--- src/rtl/riscv_pipe_pkg.sv ---
// Purpose: shared types and constants for the RV32I pipeline control path.
// Latency: n/a (types, constants and a pure helper only).
// Backpressure: n/a.
// Contents: hazard FSM state enum, the x0 register index, the ID/EX control
// word layout with its reset value, and the operand/destination match helper.
package riscv_pipe_pkg;

  typedef enum logic [1:0] {
    RUN        = 2'd0,
    LOAD_STALL = 2'd1,
    MEM_WAIT   = 2'd2
  } hz_state_e;

  localparam logic [4:0] REG_ZERO = 5'd0;

  // Control fields of the ID/EX register that a bubble clears.
  typedef struct packed {
    logic reg_write;
    logic mem_read;
    logic mem_write;
    logic branch;
    logic jalr;
  } ex_ctrl_t;

  // Value the ID/EX register loads on reset and on a bubble.
  localparam ex_ctrl_t CTRL_RESET = '0;

  // True when a source operand is actually read and names the given register.
  function automatic logic src_match(input logic       uses,
                                     input logic [4:0] rs,
                                     input logic [4:0] rd);
    return uses && (rs == rd);
  endfunction

endpackage

--- src/rtl/sat_counter.sv ---
// Purpose: event counter that sticks at all ones instead of wrapping.
// Latency: count_o reflects an enable on the rising edge where it is sampled.
// Backpressure: none; enable is honoured every cycle, clear wins over enable.
// Ports: clk, reset (async active-low), en_i (count this cycle),
//        clr_i (synchronous clear), count_o (registered count).
module sat_counter #(
  parameter int NBits = 32
) (
  input  logic             clk,
  input  logic             reset,
  input  logic             en_i,
  input  logic             clr_i,
  output logic [NBits-1:0] count_o
);

  logic [NBits-1:0] count_d, count_q;

  always_comb begin
    count_d = count_q;
    if (clr_i) begin
      count_d = '0;
    end else if (en_i && (count_q != {NBits{1'b1}})) begin
      count_d = count_q + 1'b1;
    end
  end

  always_ff @(posedge clk or negedge reset) begin
    if (!reset) begin
      count_q <= '0;
    end else begin
      count_q <= count_d;
    end
  end

  assign count_o = count_q;

endmodule

--- src/rtl/pipeline_hazard_ctrl.sv ---
// Purpose: load-use stall, redirect flush and memory-freeze sequencing for PC, IF/ID, ID/EX.
// Latency: control outputs are combinational from state and inputs; counters are registered.
// Backpressure: mem_busy_i freezes the front end (PC/IF/ID held, ID/EX held) until it drops.
// Ports: ID operand fields and use flags, EX load/rd, EX branch/jalr outcome, memory busy;
//        PC/IF-ID enables, IF/ID flush, ID/EX hold/bubble, stall and flush event counters.
module pipeline_hazard_ctrl
  import riscv_pipe_pkg::*;
#(
  parameter int NBits             = 32,
  parameter int LOAD_STALL_CYCLES = 1
) (
  input  logic             clk,
  input  logic             reset,
  input  logic [4:0]       if_id_rs1_i,
  input  logic [4:0]       if_id_rs2_i,
  input  logic             id_uses_rs1_i,
  input  logic             id_uses_rs2_i,
  input  logic             id_ex_mem_read_i,
  input  logic [4:0]       id_ex_rd_i,
  input  logic             ex_branch_taken_i,
  input  logic             ex_jalr_i,
  input  logic             mem_busy_i,
  output logic             pc_write_o,
  output logic             if_id_write_o,
  output logic             if_id_flush_o,
  output logic             id_ex_hold_o,
  output logic             id_ex_bubble_o,
  output logic [NBits-1:0] stall_count_o,
  output logic [NBits-1:0] flush_count_o
);

  // Bubbles still owed after the first one of a load-use stall.
  localparam logic [2:0] EXTRA_STALLS = 3'(LOAD_STALL_CYCLES - 1);

  hz_state_e  state_d, state_q;
  hz_state_e  ret_d, ret_q;
  hz_state_e  eval_st;
  logic [2:0] rem_d, rem_q;

  logic hazard, redirect;
  logic pc_write, if_id_write, if_id_flush, id_ex_hold, id_ex_bubble;
  logic stall_inc, flush_inc;

  assign hazard = id_ex_mem_read_i && (id_ex_rd_i != REG_ZERO) &&
                  (src_match(id_uses_rs1_i, if_id_rs1_i, id_ex_rd_i) ||
                   src_match(id_uses_rs2_i, if_id_rs2_i, id_ex_rd_i));

  assign redirect = ex_branch_taken_i || ex_jalr_i;

  always_comb begin
    pc_write     = 1'b1;
    if_id_write  = 1'b1;
    if_id_flush  = 1'b0;
    id_ex_hold   = 1'b0;
    id_ex_bubble = 1'b0;
    stall_inc    = 1'b0;
    flush_inc    = 1'b0;
    state_d      = state_q;
    ret_d        = ret_q;
    rem_d        = rem_q;
    // Once memory releases, MEM_WAIT behaves exactly like the state it interrupted.
    eval_st      = (state_q == MEM_WAIT) ? ret_q : state_q;

    if (mem_busy_i) begin
      pc_write    = 1'b0;
      if_id_write = 1'b0;
      id_ex_hold  = 1'b1;
      if (state_q != MEM_WAIT) begin
        state_d = MEM_WAIT;
        ret_d   = state_q;
      end
    end else if (redirect) begin
      // Redirect also abandons any stall in progress: the stalled instruction is wrong-path.
      if_id_flush  = 1'b1;
      id_ex_bubble = 1'b1;
      flush_inc    = 1'b1;
      state_d      = RUN;
      ret_d        = RUN;
      rem_d        = '0;
    end else if (eval_st == LOAD_STALL) begin
      pc_write     = 1'b0;
      if_id_write  = 1'b0;
      id_ex_bubble = 1'b1;
      stall_inc    = 1'b1;
      rem_d        = rem_q - 3'd1;
      state_d      = (rem_q == 3'd1) ? RUN : LOAD_STALL;
      ret_d        = RUN;
    end else if (hazard) begin
      pc_write     = 1'b0;
      if_id_write  = 1'b0;
      id_ex_bubble = 1'b1;
      stall_inc    = 1'b1;
      rem_d        = EXTRA_STALLS;
      state_d      = (EXTRA_STALLS == 3'd0) ? RUN : LOAD_STALL;
      ret_d        = RUN;
    end else begin
      state_d = RUN;
      ret_d   = RUN;
    end
  end

  always_ff @(posedge clk or negedge reset) begin
    if (!reset) begin
      state_q <= RUN;
      ret_q   <= RUN;
      rem_q   <= '0;
    end else begin
      state_q <= state_d;
      ret_q   <= ret_d;
      rem_q   <= rem_d;
    end
  end

  // Enables are forced low while reset is held so no register captures during reset.
  assign pc_write_o     = reset & pc_write;
  assign if_id_write_o  = reset & if_id_write;
  assign if_id_flush_o  = reset & if_id_flush;
  assign id_ex_hold_o   = reset & id_ex_hold;
  assign id_ex_bubble_o = reset & id_ex_bubble;

  sat_counter #(.NBits(NBits)) u_stall_cnt (
    .clk     (clk),
    .reset   (reset),
    .en_i    (stall_inc),
    .clr_i   (1'b0),
    .count_o (stall_count_o)
  );

  sat_counter #(.NBits(NBits)) u_flush_cnt (
    .clk     (clk),
    .reset   (reset),
    .en_i    (flush_inc),
    .clr_i   (1'b0),
    .count_o (flush_count_o)
  );

endmodule

--- config.mk ---
export PLATFORM = sky130hd
export DESIGN_NAME = pipeline_hazard_ctrl
export DESIGN_NICKNAME = d
export VERILOG_FILES = /design/src/rtl/riscv_pipe_pkg.sv /design/src/rtl/sat_counter.sv /design/src/rtl/pipeline_hazard_ctrl.sv
export SDC_FILE = /design/constraint.sdc
export NUM_CORES = 1
export LEC_CHECK = 0
export ABC_AREA = 1
export CAP_MARGIN = 0
export CORE_MARGIN = 4
export CORE_UTILIZATION = 50
export CTS_CLUSTER_SIZE = 24
export DETAILED_ROUTE_END_ITERATION = 6
export PLACE_DENSITY = 0.84
export SLEW_MARGIN = 20
export SYNTH_ARGS = -nofsm -noshare
export SYNTH_HDL_FRONTEND = slang
export SYNTH_SLANG_ARGS = --single-unit
--- constraint.sdc ---
create_clock -name clk -period 2.7 [get_ports clk]
set_clock_uncertainty 0.2 [all_clocks]
set_input_delay 0.54 -clock clk [delete_from_list [all_inputs] [get_ports clk]]
set_output_delay 0.54 -clock clk [all_outputs]
set_load 0.03 [all_outputs]
# --- After elaboration in Yosys (flattened, before gate mapping) ---
# Index checks and enable logic that the tools add are counted.
word_totals:
  register_bits: 71
  in_bits: 23
  output_inout_bits: 69
  elab_cells: 57
op_classes:
  addsub: 3
  eq_ne: 9
  n_mux: 24
  n_bitwise: 5
  reduce_logical: 11
op_table:
  columns: ["operator", "n"]
  rows:
  - ["$add 32x1->32 const B", 2]
  - ["$ne 32x32->1 const B", 2]
  - ["$mux 1", 16]
  - ["$eq 5x5->1", 2]
  - ["$mux 2", 5]
  - ["$mux 3", 3]
  - ["$logic_and 1x1->1", 6]
  - ["$reduce_bool 5->1", 1]
  - ["$and 1x1->1", 4]
  - ["$eq 3x1->1 const B", 1]
  - ["$reduce_bool 3->1", 1]
  - ["$sub 3x1->3 const B", 1]
  - ["$eq 2x1->1 const B", 1]
  - ["$eq 2x2->1 const B", 1]
  - ["$logic_or 1x1->1", 2]
  - ["$ne 2x1->1 const B", 1]
  - ["$ne 2x2->1 const B", 1]
  - ["$reduce_and 2->1", 1]
  - ["$not 1->1", 1]

# --- Logic depth before layout (Yosys ltp) ---
# Gate-level depths: netlist of the first run.
logic_depth:
  ltp_word: 9
  depth_mapped: 12
  ltp_nobuf: 11

# --- Modules after synthesis ---
# A second synthesis of the first run with hierarchy kept.
unflattened:
  hier_cells: 796
  area_unflattened_um2: 5083.6
modules_own_cells:
  columns: ["mod", "n_inst", "cells_each", "area_each_um2"]
  rows:
  - ["sat_counter", 2, 345, 2243.4]
  - ["pipeline_hazard_ctrl", 1, 106, 596.8]

# --- Worst setup path before layout of the first run ---
# No wires, ideal clock.
synth_timing:
  path_type: "in2out"
  from: "input id_ex_rd_i[2]"
  to: "output pc_write_o"
  arrival_time_ps: 2048
  required_time_ps: 1960
  setup_slack_ps: -88
  path_stages: 9
  path_buffers: 2
  path_cell_list: "inv_1 nand4_1 o21ai_0 inv_1 nand2_1 nand2_2 buf_2 a21oi_1 buf_4"
synth_via:
  elab_chain_cells: 9
synth_rtl:
  columns: ["item", "line_no", "rtl"]
  rows:
  - ["start, declared", "pipeline_hazard_ctrl.sv:19", "input logic [4:0] id_ex_rd_i,"]
  - ["$eq 5x5->1", "riscv_pipe_pkg.sv:32", "return uses && (rs == rd);"]
  - ["$logic_and 1x1->1", "riscv_pipe_pkg.sv:32", null]
  - ["$logic_or 1x1->1", "pipeline_hazard_ctrl.sv:45", "(src_match(id_uses_rs1_i, if_id_rs1_i, id_ex_rd_i) ||"]
  - ["$logic_and 1x1->1 (*)", "pipeline_hazard_ctrl.sv:44", "assign hazard = id_ex_mem_read_i && (id_ex_rd_i != REG_ZERO) &&"]
  - ["$mux 1 (*) (4 in a row)", null, null]
  - ["$and 1x1->1 (*)", null, null]
  - ["end, declared", "pipeline_hazard_ctrl.sv:23", "output logic pc_write_o,"]
# Mark *: on every way between the ends. The rest lies on a longest branch, timed or not.

# --- Final worst setup path of the first run ---
layout_timing:
  from: "input if_id_rs1_i[3]"
  to: "output id_ex_bubble_o"
layout_via:
  elab_chain_cells: 9
layout_rtl:
  columns: ["item", "line_no", "rtl"]
  rows:
  - ["start, declared", "pipeline_hazard_ctrl.sv:14", "input logic [4:0] if_id_rs1_i,"]
  - ["$eq 5x5->1", "riscv_pipe_pkg.sv:32", null]
  - ["$logic_and 1x1->1", "riscv_pipe_pkg.sv:32", null]
  - ["$logic_or 1x1->1", "pipeline_hazard_ctrl.sv:45", null]
  - ["$logic_and 1x1->1", "pipeline_hazard_ctrl.sv:44", null]
  - ["$mux 1", "pipeline_hazard_ctrl.sv:88", "end else if (hazard) begin"]
  - ["$mux 1", "pipeline_hazard_ctrl.sv:80", "end else if (eval_st == LOAD_STALL) begin"]
  - ["$mux 1", "pipeline_hazard_ctrl.sv:72", "end else if (redirect) begin"]
  - ["$mux 1", "pipeline_hazard_ctrl.sv:64", "if (mem_busy_i) begin"]
  - ["$and 1x1->1", "pipeline_hazard_ctrl.sv:119", "assign id_ex_bubble_o = reset & id_ex_bubble;"]
  - ["end, declared", "pipeline_hazard_ctrl.sv:27", "output logic id_ex_bubble_o,"]
# No other way between the ends.

==> results.yml, run 1 <==
timing:
  setup_viol: 0
  timing.fmax_ghz: 0.385
  worst_pin_slew_ns: 0.888
  finalHoldViolations: 0
  period_share_pct: 96.3
  holdWs_ns: 0.278
  drv_slew: 0
  fin_crit_ns: 2.60
  relSlewSlack_pct: 40.8
synthesis:
  ys_seq_elements: 71
  syn_nets: 758
  synth_area_leaders: "dfrtp_1 36%, nand2_1 24%, nor2_1 6.9%"
  synth_top_area_share_pct: 35.7
  synth.avg_cell_area_um2: 6.80
  yosysSeqAreaShare_pct: 35.7
  synth_area_um2: 4970
  syn_inst: 731
  synth_top_area_cell: "dfrtp_1"
  synth_cell_types: 31
  ys_warn_count: 0
flow_run:
  maxCapViolCount: 0
floorplanning:
  fp.coreArea_um2: 9730
  dieArea_um2: 11600
  rows: 36
  start_util_pct: 51.1
  die_h_um: 108
  die_w_um: 108
  io_pins: 92
setup_path:
  worstSetupPathType: "input port to output port"
  critPathCaptureType: "output port"
  worstSetupEndpoint: "id_ex_bubble_o"
  rrSetupSlack_ns: 0.34
  r2r-end: "u_stall_cnt.count_o[3]$_DFFE_PN0P_"
  startpoint: "if_id_rs1_i[3]"
  reg2regPathDepth: 10
  cp-start-kind: "input port"
  required_ns: 1.96
  worstPathMaxFanout: 2
  r2r-start: "u_stall_cnt.count_o[0]$_DFFE_PN0P_"
  critPathArrivalTime_ns: 1.86
worst_hold_path:
  min_path_type: "register to register"
cts:
  root_buffer: "clkbuf_8"
  cts_made_buffers: 9
  cts_tree: "built"
  clkSinkCount: 71
  ctsHtreeMaxLevel: 3
  clk_pin_slew_ns: 0.08
  clockBufferDepth: 2
  worstSkewPairLatency_ns: 0.35
route:
  wl_per_cell_um: 13.3
  drt_wl_total_um: 12800
  drt_iter0_markers: 307
  drtAntennaViolNets: 0
  viasPerCell: 5.13
  drtPass1Iterations: 5
  vias: 4943
  route.detailed.drc: 0
pwr:
  peakVddDrop_v: 0.000598
  power.density_nw_per_um2: 434
  p_leak_nw: 2.98
cells_and_area:
  area_growth_pct: 26.1
  mostFrequentLayoutCells: "311 x nand2_1, 88 x nor2_1, 72 x clkdlybuf4s50_1, 71 x dfrtp_1, 52 x inv_1"
  num_antenna_cells: 0
  layout-drive-gt1-share_pct: 11.0
  nets: 853
  instances_no_fill: 964
  fillCellCount: 893
  regArea_um2: 1780
  fin_util_pct: 64.4
  final_common_cell: "nand2_1"
  multiInputGateArea_um2: 2870
grt:
  grt_use_total_pct: 22.8
  grt_pass1_wl_um: 21500
  grt_max_degree: 71
  overflow: 0
  grt_pass1_vias: 4600
  antenna_found_initial: 0
placed_design:
  port_buffers: 91
  hpwlAfterDp_um: 9440
  globalplace.congestion: 0.883
  placedCellCount: 947
outcome:
  status: "completed"
[layer usage]
| layer | wire, um | vias to the layer above | track usage (%) |
|---|---|---|---|
| li1 | - | 2488 | - |
| met1 | 5770 | 2272 | 31.7 |
| met2 | 6050 | 161 | 37.2 |
| met3 | 740 | 22 | 2.58 |
| met4 | 239 | 0 | 7.66 |
| met5 | 0 | - | 0 |
[sequential cells by signal, summed over array words and instances (netlist names)]
register and count:
ret_q 2, rem_q 3, state_q 2, u_stall_cnt.count_o 32, u_flush_cnt.count_o 32
[through the flow]
stage	area (um^2)	worst slack, ns	TNS [ns]	total power [mW]
after floorplan	4980	0.123	0	1.69
after global placement	6030	-0.0199	-0.321	1.96
after detailed placement	6030	-0.0904	-2.38	1.97
after CTS	6220	0.000827	0	2.74
after global routing	6270	-0.00556	-0.00556	2.86
final	6270	0.100	0	2.72
[timing repair]
action                                 in CTS  in global routing
setup endpoints to repair                   3                  3
pin swaps                                   0                  9
hold buffers                                1                  0
endpoints found under the hold margin       1                  0
gates resized for setup                     3                 20
gates cloned                                0                  0
buffers inserted                            0                  0
[Yosys cell counts]
cell	count
or2_2	2
nand4_1	38
clkbuf_1	3
nand3b_1	16
buf_4	1
nor3_2	4
nand3_2	7
nor3_1	11
xor2_1	26
inv_1	54
buf_2	5
o21ai_1	1
nor3_4	1
inv_2	2
buf_1	3
buf_6	7
nand2_1	313
nor2_4	2
ha_1	4
xnor2_1	15
o21ai_0	6
nand3b_2	1
a21oi_1	3
nand2_2	18
nand4_2	1
o21ai_2	5
buf_12	1
nor2_2	5
nand3_1	14
nor2_1	91
dfrtp_1	71
[power breakdown]
| group | internal [mW] | total [mW] | switching [mW] |
|---|---|---|---|
| clock | 0.332 | 0.766 | 0.433 |
| sequential | 1.14 | 1.25 | 0.114 |
| combinational | 0.291 | 0.704 | 0.414 |
| total | 1.76 | 2.72 | 0.960 |
[critical path, cell delays in order]
cell	delay, ns
clkdlybuf4s50_1	0.48
inv_1	0.05
nand2_1	0.05
nand2_1	0.05
nor2_1	0.08
nand3_1	0.08
nand2_1	0.08
nand2_2	0.07
nand3_2	0.07
nand2_2	0.06
nor2_2	0.11
buf_6	0.13
[logic make-up after synthesis]
logic type | share of synthesized area, %
and+or+nand+nor | 46.8
xor gates and xnor gates | 7.22
buffers and inverters | 7.32
AOI/OAI and AO/OA | 1.89
adders and majority gates | 1.01
DFF | 35.7
[final cells by class]
| type | count | share of cell area, % |
|---|---|---|
| multi-input combinational | 584 | 45.7 |
| clock inverter | 7 | 0.798 |
| clock buffer | 9 | 1.98 |
| timing repair buffer | 104 | 17.1 |
| tap | 133 | 2.65 |
| inverter | 56 | 3.35 |
| sequential | 71 | 28.3 |
[worst min path at each step]
stage                                    start              endpoint  slack (ns)  cells after the start
after floorplan                          reset  rem_q[0]$_DFFE_PN0P_        0.04                      0
after global placement                   reset  rem_q[1]$_DFFE_PN0P_        0.14                      1
after detailed placement                 reset  rem_q[1]$_DFFE_PN0P_        0.14                      1
after CTS                 rem_q[1]$_DFFE_PN0P_  rem_q[1]$_DFFE_PN0P_        0.28                      2
after global routing      rem_q[1]$_DFFE_PN0P_  rem_q[1]$_DFFE_PN0P_        0.32                      2
final                     rem_q[1]$_DFFE_PN0P_  rem_q[1]$_DFFE_PN0P_        0.28                      2
No activity file was read; power rests on OpenSTA's default activity.
==> run 2: changes to the inputs <==
ABC_AREA = not set   (was 1)
CORE_UTILIZATION = 49   (was 50)
PLACE_DENSITY = 0.87   (was 0.84)
==> run 2 against run 1 <==
Total power fell by 11%. Largest power group unchanged. Die area is 26% lower. Highest routed layer unchanged. Critical path depth fell by 5.
==> results.yml, run 2 <==
floorplanning:
  dieArea_um2: 8570
  start_util_pct: 51.0
  fp.coreArea_um2: 6870
  io_pins: 92
  die_w_um: 92.6
  rows: 30
  die_h_um: 92.6
route:
  route.detailed.drc: 0
  drt_iter0_markers: 120
  wl_per_cell_um: 15.6
  vias: 2873
  drtAntennaViolNets: 0
  drtPass1Iterations: 4
  viasPerCell: 5.29
  drt_wl_total_um: 8470
pwr:
  power.density_nw_per_um2: 500
  peakVddDrop_v: 0.000511
  p_total_mw: 2.43
  p_leak_nw: 2.21
setup_path:
  critPathArrivalTime_ns: 1.92
  cp-start-kind: "input port"
  critPathCaptureType: "output port"
  required_ns: 1.96
  reg2regPathDepth: 7
  worstPathMaxFanout: 3
  worstSetupPathType: "input port to output port"
  r2r-start: "u_stall_cnt.count_o[5]$_DFFE_PN0P_"
  startpoint: "id_ex_rd_i[2]"
cts:
  worstSkewPairLatency_ns: 0.34
  clockBufferDepth: 2
  clk_pin_slew_ns: 0.07
  ctsHoldBuffers: 0
  clkSinkCount: 71
  root_buffer: "clkbuf_8"
  cts_made_buffers: 9
  cts_tree: "built"
  ctsHtreeMaxLevel: 3
cells_and_area:
  mostFrequentLayoutCells: "71 x dfrtp_1, 70 x clkdlybuf4s50_1, 42 x xnor2_1, 28 x xor2_1, 25 x nand2_1"
  fin_util_pct: 70.6
  num_antenna_cells: 0
  fin_area_um2: 4850
  layout-drive-gt1-share_pct: 13.6
  final_common_cell: "dfrtp_1"
  fillCellCount: 524
  nets: 470
  area_growth_pct: 38.5
  regArea_um2: 1780
  multiInputGateArea_um2: 1670
  instances_no_fill: 543
outcome:
  status: "completed"
worst_hold_path:
  min_path_type: "input port to async pin"
synthesis:
  synth_top_area_share_pct: 50.7
  synthFlopType: "dfrtp_1"
  synth_area_leaders: "dfrtp_1 51%, xnor2_1 11%, xor2_1 7.0%"
  synth_area_um2: 3500
  synth_cell_types: 41
  ys_seq_elements: 71
  syn_nets: 359
  synth-edff-count: 0
  yosysSeqAreaShare_pct: 50.7
  synthTopCellsByCount: "71 x dfrtp_1, 43 x xnor2_1, 28 x xor2_1, 26 x nand2_1, 19 x nand3_1"
  async_flop_share_pct: 100
  synth.avg_cell_area_um2: 10.6
  synth_top_area_cell: "dfrtp_1"
  ys_warn_count: 0
  syn_inst: 332
  synth_most_common_cell: "dfrtp_1"
placed_design:
  globalplace.congestion: 0.792
  placedCellCount: 527
  port_buffers: 91
  hpwlAfterDp_um: 6180
  dp_worst_setup_slack_ns: -0.755
  place_area_um2: 4610
timing:
  holdWs_ns: 0.285
  setup_viol: 0
  finalHoldViolations: 0
  tns_ns: 0
  drv_slew: 0
  relSlewSlack_pct: 41.9
  worst_pin_slew_ns: 0.871
  fin_crit_ns: 2.66
  period_share_pct: 98.5
  setup_slack_ns: 0.0395
  timing.fmax_ghz: 0.376
grt:
  antenna_found_initial: 0
  grt_pass1_wl_um: 14100
  grt_pass1_vias: 2909
  grt_use_total_pct: 20.6
  overflow: 0
  grt_max_degree: 72
flow_run:
  maxCapViolCount: 0
-- run 2: changes by cell type after synthesis, sizes merged, moves of 5 or more --
| cell | change |
|---|---|
| and3 | +5 |
| inv | -40 |
| nand4 | -22 |
| buf | -9 |
| nor2 | -81 |
| o21ai | -10 |
| nand2 | -305 |
| nor4 | +15 |
| nand3b | -17 |
| xnor2 | +28 |
| and4 | +8 |
-- run 2: metal layers --
metal	vias up	part of all wire, %	wire (um)	GRT usage (%)
li1	1372	-	-	-
met1	1403	42	3580	25.0
met2	88	51	4340	35.3
met3	10	5.3	451	6.99
met4	0	1.1	92	4.58
met5	-	0	0	0
-- run 2: layout make-up --
| class | instances | share of cell area [%] |
|---|---|---|
| clock buffer | 11 | 2.71 |
| clock inverter | 4 | 0.980 |
| inverter | 16 | 1.24 |
| multi-input combinational | 234 | 34.4 |
| sequential | 71 | 36.6 |
| tap | 96 | 2.48 |
| timing repair buffer | 111 | 21.6 |
-- run 2: timing repair --
item | in CTS | in global routing
setup endpoints to repair | 6 | 8
pin swaps | 13 | 16
setup buffers | 0 | 1
gates resized for setup | 36 | 18
-- run 2: path summary, 6_finish.rpt --
path / slack [ns] / end
max: 0.04 / if_id_write_o
min: 0.28 / u_flush_cnt.count_o[20]$_DFFE_PN0P_
max reg2reg: 0.22 / u_stall_cnt.count_o[1]$_DFFE_PN0P_
min reg2reg: 0.29 / u_flush_cnt.count_o[16]$_DFFE_PN0P_
max in group asynchronous: 1.45 / u_flush_cnt.count_o[29]$_DFFE_PN0P_
min in group clk: 0.29 / u_flush_cnt.count_o[16]$_DFFE_PN0P_
-- run 2: cells by family (layout without fill, tap and decap cells) --
kind of cell,Yosys count,count (layout),synth area share [%]
AO/OA/AOI/OAI,16,16,2.86
XOR/XNOR,71,71,17.7
adder cells (fa/ha/maj),4,4,1.43
buffers and inverters,27,142,4.00
flip-flops,71,71,50.7
multiplexers,3,3,0.928
AND/OR/NAND/NOR,140,140,22.3
-- run 2: power by group --
group,total [mW],internal (mW),switching (mW)
Clock,0.792,0.419,0.373
Combinational,0.451,0.200,0.251
Sequential,1.18,1.12,0.0679
Total,2.43,1.73,0.692
-- run 2: worst max-delay path, cell delays in order --
cell and delay [ns]:
buf_4 0.13, or4_4 0.54, o21ai_4 0.14, nand2b_4 0.16, nand2_4 0.05, a21oi_4 0.18, buf_6 0.16
==> run 3: changes to the inputs <==
CORE_MARGIN = not set   (was 4)
CORE_UTILIZATION = 44   (was 49)
PLACE_DENSITY = 0.83   (was 0.87)
clock period = 2.3 ns   (was 2.7 ns; I/O delays follow)
==> run 3 against run 2 <==
The run now ends with setup timing left. Sequential power up 17%. Combinational power up 32%. First-iteration DRC count down 31%. Setup slack worse by 0.24 ns. Die area down 2.8%. Total power up 28%. Count of clock-buffer cells in the layout up 2.
==> results.yml, run 3 (synthesized netlist as in run 2, its figures left out) <==
setup_path:
  worstPathMaxFanout: 2
  worstSetupPathType: "input port to output port"
  startpoint: "if_id_rs1_i[0]"
  required_ns: 1.64
  reg2regPathDepth: 7
  slowest_stage: "dlygate4sd2_1"
  critical_path.top_delay_family: "buffers and inverters"
  r2r-end: "u_stall_cnt.count_o[1]$_DFFE_PN0P_"
  cp.depth: 9
  r2r-start: "u_stall_cnt.count_o[7]$_DFFE_PN0P_"
  path_buf_inv: 3
  slowest_delay_ns: 0.24
  worstPathCellList: "dlygate4sd2_1, xnor2_1, nand4_1, o22ai_2, buf_4, nand2b_4, and2_4, a21oi_4, buf_6"
  rrSetupSlack_ns: -0.02
  cp-start-kind: "input port"
  critPathArrivalTime_ns: 1.84
  critPathCaptureType: "output port"
  worstSetupEndpoint: "id_ex_bubble_o"
cts:
  root_buffer: "clkbuf_8"
  clkSinkCount: 71
  cts_tree: "built"
  worstSkewPairLatency_ns: 0.35
  cts_made_buffers: 9
  clk_pin_slew_ns: 0.08
  ctsHoldBuffers: 0
  clockBufferDepth: 2
  ctsHtreeMaxLevel: 3
timing:
  period_share_pct: 109
  tns_ns: -0.501
  drv_slew: 0
  fin_crit_ns: 2.50
  setup_viol: 4
  relSlewSlack_pct: 40.7
  timing.fmax_ghz: 0.400
  finalHoldViolations: 0
  worst_pin_slew_ns: 0.890
  rsz0062_at_grt: "true"
  setup_slack_ns: -0.198
floorplanning:
  io_pins: 92
  die_w_um: 91.2
  rows: 32
  die_h_um: 91.2
  fp.coreArea_um2: 7730
  dieArea_um2: 8330
  start_util_pct: 45.4
pwr:
  p_sw_share_pct: 27.2
  p_leak_nw: 2.64
  intPower_mw: 2.26
  p_total_mw: 3.11
  peakVddDrop_v: 0.000618
  power.density_nw_per_um2: 543
  seqPwrFrac_pct: 44.5
  power.share.clock_pct: 36.3
  combPwrFrac_pct: 19.2
  switching_power_uw: 845
placed_design:
  port_buffers: 91
  placedCellCount: 572
  hpwlAfterDp_um: 6310
  globalplace.congestion: 0.830
route:
  wl_per_cell_um: 16.7
  drtPass1Iterations: 4
  route.detailed.drc: 0
  drt_iter0_markers: 83
  vias: 3161
  drtAntennaViolNets: 0
  drt_wl_total_um: 10000
  viasPerCell: 5.27
flow_run:
  maxCapViolCount: 0
cells_and_area:
  mostFrequentLayoutCells: "67 x clkdlybuf4s50_1, 59 x buf_4, 54 x dfrtp_1, 38 x xnor2_1, 28 x xor2_1"
  final_common_cell: "clkdlybuf4s50_1"
  instances_no_fill: 600
  multiInputGateArea_um2: 2030
  layout-drive-gt1-share_pct: 36.5
  regArea_um2: 1800
  nets: 518
  fillCellCount: 488
  fin_util_pct: 74.1
  area_growth_pct: 63.3
grt:
  grt_pass1_vias: 3170
  grt_use_total_pct: 22.7
  overflow: 0
  antenna_found_initial: 1
  grt_pass1_wl_um: 15000
  grt_max_degree: 72
worst_hold_path:
  min_path_type: "input port to async pin"
outcome:
  status: "finished, violations left"
  violations: "setup timing"
-- run 3: worst register-to-register path, stage by stage, from the launching register on --
cell,delay (ns)
dfrtp_2,0.37
and4_4,0.23
nand4_4,0.11
or3_4,0.36
nor3_2,0.19
or2_4,0.25
clkbuf_16,0.19
mux2_4,0.29
-- run 3: power by group through the flow --
stage          sequential (mW)  combinational, mW  clock [mW]
5_1_grt                   1.39              0.632        1.19
3_5_place_dp              1.40              0.555           0
2_1_floorplan             1.52              0.151           0
4_1_cts                   1.38              0.566        1.14
6_report                  1.38              0.596        1.13
3_3_place_gp              1.40              0.543           0
-- run 3: what timing repair did --
item,in CTS,in global routing
setup endpoints to repair,37,58
setup buffers,5,4
cloned,1,3
pin swaps,23,36
resized for setup,73,57
-- run 3: area by class of cell --
cell class | instances | area share, %
Clock inverter | 3 | 1.14
Antenna cell | 2 | 0.0875
Multi-Input combinational cell | 234 | 35.5
Inverter | 16 | 1.05
Timing Repair Buffer | 159 | 25.8
Tap cell | 102 | 2.23
Sequential cell | 71 | 31.4
Clock buffer | 13 | 2.78
-- run 3: worst min-delay path by stage --
stage / from / end / slack [ns]
final: reset / rem_q[2]$_DFFE_PN0P_ / 0.14
after global routing: reset / rem_q[2]$_DFFE_PN0P_ / 0.24
after CTS: reset / rem_q[2]$_DFFE_PN0P_ / 0.19
after detailed placement: u_flush_cnt.count_o[5]$_DFFE_PN0P_ / u_flush_cnt.count_o[5]$_DFFE_PN0P_ / 0.27
after global placement: u_flush_cnt.count_o[5]$_DFFE_PN0P_ / u_flush_cnt.count_o[5]$_DFFE_PN0P_ / 0.27
after floorplan: reset / rem_q[0]$_DFFE_PN0P_ / -0.04
-- run 3: stage by stage --
stage               instance area (um^2)  hold WS [ns]  setup slack (ns)
floorplan                           3660       -0.0356            -0.133
global placement                    5040         0.273            -0.918
detailed placement                  5040         0.270            -0.998
CTS                                 5400         0.187            -0.139
global route                        5720         0.245            -0.271
finish                              5720         0.144            -0.198
-- run 3: per-layer routing --
metal	GRT usage, %	up-vias	wire (um)	share of wire (%)
li1	-	1470	-	-
met1	28.5	1578	4250	42
met2	38.5	94	5110	51
met3	5.19	19	444	4.4
met4	7.94	0	201	2.0
met5	0	-	0	0
